--- config.mk ---
export PLATFORM = sky130hd
export DESIGN_NAME = cache_mem_responder
export DESIGN_NICKNAME = d
export VERILOG_FILES = /design/src/rtl/cache_pkg.sv /design/src/rtl/mem_latency_ctr.sv /design/src/rtl/cache_mem_responder.sv
export SDC_FILE = /design/constraint.sdc
export NUM_CORES = 1
export LEC_CHECK = 0
export ABC_AREA = 1
export CAP_MARGIN = 20
export CELL_PAD_IN_SITES_DETAIL_PLACEMENT = 1
export CELL_PAD_IN_SITES_GLOBAL_PLACEMENT = 1
export CORE_AREA = 10 10 126 128
export DETAILED_ROUTE_END_ITERATION = 6
export DIE_AREA = 0 0 136 138
export GPL_TIMING_DRIVEN = 0
export PLACE_DENSITY = 0.87
export RECOVER_POWER = 100
export REMOVE_ABC_BUFFERS = 1
export SETUP_SLACK_MARGIN = 0.02
export SLEW_MARGIN = 30
export SYNTH_ARGS = -nofsm -noshare
export SYNTH_HDL_FRONTEND = slang
export SYNTH_HIERARCHICAL = 1
export SYNTH_SLANG_ARGS = --single-unit
--- constraint.sdc ---
create_clock -name clk -period 2.71 [get_ports clk]
set_input_delay 0.271 -clock clk [delete_from_list [all_inputs] [get_ports clk]]
set_output_delay 0.271 -clock clk [all_outputs]
set_load 0.02 [all_outputs]
--- src/rtl/cache_pkg.sv ---
// rtl/cache_pkg.sv - shared widths and responder state encoding for the cache/memory interface
package cache_pkg;

    localparam int CACHE_TAG_W  = 3;
    localparam int CACHE_IDX_W  = 2;
    localparam int CACHE_DATA_W = 3;
    localparam int CACHE_ADDR_W = CACHE_TAG_W + CACHE_IDX_W;

    typedef enum logic [1:0] {
        IDLE = 2'd0,
        WB   = 2'd1,
        RD   = 2'd2,
        RESP = 2'd3
    } resp_state_e;

endpackage

--- src/rtl/mem_latency_ctr.sv ---
// rtl/mem_latency_ctr.sv - loadable 4-bit down-counter flagging the last cycle of a memory access
module mem_latency_ctr (
    input  logic       clk,
    input  logic       rst_n,
    input  logic       i_load,
    input  logic [3:0] i_load_val,
    input  logic       i_en,
    output logic       o_last
);

    logic [3:0] r_cnt;

    always_ff @(posedge clk or negedge rst_n) begin
        if (!rst_n) begin
            r_cnt <= 4'd0;
        end else if (i_load) begin
            r_cnt <= i_load_val;
        end else if (i_en && (r_cnt != 4'd0)) begin
            r_cnt <= r_cnt - 4'd1;
        end
    end

    assign o_last = i_en && (r_cnt == 4'd0);

endmodule

--- src/rtl/cache_mem_responder.sv ---
// rtl/cache_mem_responder.sv - backing memory serving one write-back/refill miss transaction at a time
module cache_mem_responder
    import cache_pkg::*;
#(
    parameter int TAG_W   = CACHE_TAG_W,
    parameter int IDX_W   = CACHE_IDX_W,
    parameter int DATA_W  = CACHE_DATA_W,
    parameter int LATENCY = 2
) (
    input  logic              clk,
    input  logic              rst_n,
    input  logic              req_valid,
    output logic              req_ready,
    input  logic              req_wb,
    input  logic [IDX_W-1:0]  index,
    input  logic [TAG_W-1:0]  wb_tag,
    input  logic [DATA_W-1:0] wb_data,
    input  logic [TAG_W-1:0]  fill_tag,
    output logic              fill_valid,
    input  logic              fill_ready,
    output logic [DATA_W-1:0] fill_data,
    output logic              wb_active,
    output logic [7:0]        wb_count
);

    localparam int ADDR_W = TAG_W + IDX_W;
    localparam int DEPTH  = 1 << ADDR_W;

    generate
        if (LATENCY < 1 || LATENCY > 15) begin : g_bad_latency
            $error("cache_mem_responder: LATENCY must be in 1..15");
        end
    endgenerate

    resp_state_e       r_state;
    resp_state_e       w_next;
    logic [IDX_W-1:0]  r_idx;
    logic [TAG_W-1:0]  r_wb_tag;
    logic [DATA_W-1:0] r_wb_data;
    logic [TAG_W-1:0]  r_fill_tag;
    logic [DATA_W-1:0] r_fill_data;
    logic [7:0]        r_wb_count;
    logic [DATA_W-1:0] r_mem [DEPTH];

    logic w_load;
    logic w_run;
    logic w_last;
    logic w_accept;

    assign w_run    = (r_state == WB) || (r_state == RD);
    assign w_accept = (r_state == IDLE) && req_valid;

    mem_latency_ctr u_lat (
        .clk        (clk),
        .rst_n      (rst_n),
        .i_load     (w_load),
        .i_load_val (4'(LATENCY - 1)),
        .i_en       (w_run),
        .o_last     (w_last)
    );

    always_ff @(posedge clk or negedge rst_n) begin
        if (!rst_n) begin
            r_state <= IDLE;
        end else begin
            r_state <= w_next;
        end
    end

    // The counter is reloaded both on accept and on the WB->RD hand-over.
    always_comb begin
        w_next = r_state;
        w_load = 1'b0;
        case (r_state)
            IDLE: begin
                if (req_valid) begin
                    w_load = 1'b1;
                    w_next = req_wb ? WB : RD;
                end
            end
            WB: begin
                if (w_last) begin
                    w_load = 1'b1;
                    w_next = RD;
                end
            end
            RD: begin
                if (w_last) begin
                    w_next = RESP;
                end
            end
            RESP: begin
                if (fill_ready) begin
                    w_next = IDLE;
                end
            end
            default: w_next = IDLE;
        endcase
    end

    always_ff @(posedge clk or negedge rst_n) begin
        if (!rst_n) begin
            r_idx       <= '0;
            r_wb_tag    <= '0;
            r_wb_data   <= '0;
            r_fill_tag  <= '0;
            r_fill_data <= '0;
            r_wb_count  <= 8'd0;
        end else begin
            if (w_accept) begin
                r_idx      <= index;
                r_wb_tag   <= wb_tag;
                r_wb_data  <= wb_data;
                r_fill_tag <= fill_tag;
            end
            if ((r_state == WB) && w_last && (r_wb_count != 8'hFF)) begin
                r_wb_count <= r_wb_count + 8'd1;
            end
            if ((r_state == RD) && w_last) begin
                r_fill_data <= r_mem[{r_fill_tag, r_idx}];
            end
        end
    end

    // WB and RD occupy distinct cycles, so a same-address refill sees the fresh write.
    always_ff @(posedge clk or negedge rst_n) begin
        if (!rst_n) begin
            for (int i = 0; i < DEPTH; i++) begin
                r_mem[i] <= '0;
            end
        end else if ((r_state == WB) && w_last) begin
            r_mem[{r_wb_tag, r_idx}] <= r_wb_data;
        end
    end

    assign req_ready  = (r_state == IDLE);
    assign fill_valid = (r_state == RESP);
    assign wb_active  = (r_state == WB);
    assign fill_data  = r_fill_data;
    assign wb_count   = r_wb_count;

endmodule

==> impl_metrics.json, run 1 <==
{
  "outcome": "finished, final reports clean",
  "routed_wl_mm": 19.6,
  "p_leak_uw": 0.00339,
  "worst_pin_slew_ns": 1.42,
  "fillers": 1567,
  "seq_area_frac_synth_pct": 52.4,
  "maxSlewHeadroom_pct": 5.15,
  "fin_ws_ns": 0.0928,
  "clock-skew-final_ns": 0.0113,
  "gp_congestion": 0.806,
  "ys_ff_latch": 124,
  "layout-drive-gt1-share_pct": 8.61,
  "crit_type": "flip-flop to flip-flop",
  "r2r_setup_slack_ns": 0.09,
  "ff2ff_path_depth": 7,
  "setup_viol": 0,
  "cts.reportedPaths.clkPinSlew_ns": 0.06,
  "antenna_left": 0,
  "antenna_found_initial": 0,
  "r2r-end": "fill_data[2]",
  "place_hpwl_mm": 11.2,
  "async_flop_share_pct": 100,
  "required_ns": 3.02,
  "numCtsBuffers": 17,
  "cts_buffer_depth": 2,
  "hold_depth": 3,
  "grt.overflow.total": 0,
  "min_path_type": "input pin to flip-flop",
  "grt_pass1_vias": 5758,
  "rsz0062_at_grt": "no",
  "instances_no_fill": 981,
  "final_cell_mix": "335 x nand2_1, 122 x dfrtp_1, 99 x o21ai_0, 53 x nand3_1, 25 x nor2_1",
  "clkSinkCount": 124,
  "die_x_um": 136,
  "wl_per_cell_um": 20.0,
  "yosys_warnings": 6,
  "reg2reg_from": "r_idx[1]",
  "netlist_area_mm2": 0.00592,
  "placementRows": 43,
  "worstPathMaxFanout": 30,
  "final_common_cell": "nand2_1",
  "synth_cell_types": 31,
  "setup_tns_ns": 0,
  "route.detailed.drc": 0,
  "synthCells": 750,
  "clk_latency_ns": 0.43,
  "antennaDiodeCount": 0,
  "htree_levels": 4,
  "synth_top_area_share_pct": 52.4,
  "crit_path_start": "r_idx[1]",
  "pre_cts_ws_ns": -0.116,
  "nets": 811,
  "die_area_mm2": 0.0188,
  "finalHoldViolations": 0,
  "power_uw": 7310,
  "crit_path_end": "fill_data[2]",
  "cp-start-kind": "flip-flop",
  "place_inst": 936,
  "synth.area.top_cells": "dfrtp_1 52%, nand2_1 21%, o21ai_0 7.0%",
  "num_vias": 5540,
  "grt_pass1_wl_mm": 29.8,
  "port_buffers": 29,
  "timing.fmax_mhz": 382,
  "synth_edf_count": 0,
  "yosysTopAreaCell": "dfrtp_1",
  "drt_first_iter_violations": 529,
  "p_per_area_mw_per_mm2": 1030,
  "viasPerCell": 5.65,
  "syn_area_per_cell_um2": 7.90,
  "drv_slew": 0,
  "ys.flop_type": "dfrtp_1",
  "crit_path_end_kind": "flip-flop",
  "maxCapViolations": 0,
  "core_mm2": 0.0135,
  "areaGrowthSynthToFinish_pct": 19.7,
  "die-height_um": 138,
  "fin_crit_sh_pct": 96.6,
  "io_pins": 30,
  "fin_crit_ns": 2.62,
  "worst_ep_arrival_time_ns": 2.93,
  "ctsRootBufferMaster": "clkbuf_16",
  "grt_max_degree": 71,
  "grt_usage_pct": 19.9,
  "tritoncts": "yes",
  "start_util_pct": 43.9,
  "dr.pass1.iters": 5,
  "ir_drop_mv": 0.476
}
## metrics by stage
step / util (%) / area [um^2] / hold WS, ns
after floorplan: - / 5790 / -0.0246
after global placement: 46.7 / 6310 / 0.467
after detailed placement: 47.1 / 6360 / 0.216
after CTS: 51.9 / 7010 / 0.363
after global routing: 52.5 / 7090 / 0.448
final: 52.5 / 7090 / 0.417
## worst max-delay path, cell delays in order (launching register included)
cell and delay, ns:
dfrtp_2 0.86, clkinvlp_2 0.81, nand2_1 0.25, nand3_1 0.12, nand3_1 0.13, nand3_1 0.10, nand3_1 0.11, nand2_1 0.10
## registers in the layout, indices dropped and copies added, names as in the netlist
| name | count |
|---|---|
| r_fill_tag | 3 |
| fill_data | 3 |
| r_idx | 2 |
| u_lat/r_cnt | 4 |
| wb_count | 8 |
| r_wb_data | 3 |
| r_wb_tag | 3 |
| r_mem | 96 |
| r_state | 2 |
## synth_stat cells (2+ instances only)
master	number
conb_1	2
nor3_2	4
inv_2	5
o21ai_1	20
ha_1	7
buf_1	3
nand2_1	335
nand3_1	53
nand4_1	5
inv_1	20
nand2_2	2
clkbuf_1	10
nor2_1	25
nand3b_1	2
nor3_4	4
xnor2_1	2
o21ai_0	83
nor3_1	4
a21oi_1	16
buf_6	3
buf_2	10
dfrtp_1	124
xor2_1	3
## timing repair
item / CTS / global route
hold buffers: 1 / 0
endpoints found under the setup margin: 64 / 90
setup buffers: 0 / 11
cloned: 1 / 0
pin swaps: 0 / 3
resized for setup: 2 / 0
hold endpoints to repair: 54 / 0
## per-layer routing
metal  share of wire (%)  vias up  track usage, %
met5                   0        -               0
met4                 3.8        0            8.36
met3                 4.3       60            4.20
met2                  52      175            34.9
met1                  40     2801            22.9
li1                    -     2504               -
## cell families (layout without fill, tap and decap cells)
logic type / Yosys count / after routing / synth area share [%]
and+or+nand+nor: 438 / 438 / 31.0
DFF: 124 / 124 / 52.4
AOI/OAI and AO/OA: 121 / 121 / 10.3
buffers and inverters: 53 / 102 / 4.01
adders and majority gates: 7 / 7 / 1.48
xor gates and xnor gates: 5 / 5 / 0.739
other: 2 / 4 / 0.127
## final cells by class
type                    count  area (um^2)  area share, %
inverters                  26          101           1.43
repair inverters            1         5.00         0.0706
clock inverters             5         75.1           1.06
repair buffers             43          438           6.18
clock buffers              27          553           7.80
multi-input cells         575         2590           36.5
flip-flops and latches    124         3110           43.8
well taps                 180          225           3.18
## worst min-delay path by stage
stage | startpoint | end | slack, ns
2_1_floorplan | rst_n | fill_data[0] | -0.02
3_3_place_gp | r_mem[69] | r_mem[69] | 0.47
3_5_place_dp | rst_n | r_mem[92] | 0.22
4_1_cts | rst_n | r_mem[92] | 0.36
5_1_grt | wb_data[0] | r_wb_data[0] | 0.45
6_report | wb_data[1] | r_wb_data[1] | 0.42
## where the power goes
part / total [uW] / leakage [uW] / switching (uW) / internal, uW
sequential: 2640 / 0.00167 / 443 / 2200
clock: 2410 / 0.000315 / 837 / 1570
combinational: 2270 / 0.00139 / 1600 / 661
total: 7310 / 0.00339 / 2880 / 4430
Note: power is estimated with default switching activity, not from simulation.
==> run 2: changes to the inputs <==
--- a/config.mk
+++ b/config.mk
@@ -6,7 +6,6 @@
 export NUM_CORES = 1
 export LEC_CHECK = 0
 export ABC_AREA = 1
-export CAP_MARGIN = 20
 export CELL_PAD_IN_SITES_DETAIL_PLACEMENT = 1
 export CELL_PAD_IN_SITES_GLOBAL_PLACEMENT = 1
 export CORE_AREA = 10 10 126 128
==> results of run 2 <==
Same layout as run 1: the final DEF is identical, and so are final timing and power.
==> run 3: changes to the inputs <==
--- a/config.mk
+++ b/config.mk
@@ -12,6 +12,7 @@
 export DETAILED_ROUTE_END_ITERATION = 6
 export DIE_AREA = 0 0 136 138
 export GPL_TIMING_DRIVEN = 0
+export HOLD_SLACK_MARGIN = 0.08
 export PLACE_DENSITY = 0.87
 export RECOVER_POWER = 100
 export REMOVE_ABC_BUFFERS = 1
==> results of run 3 <==
Same layout as run 1: the final DEF is identical, and so are final timing and power.
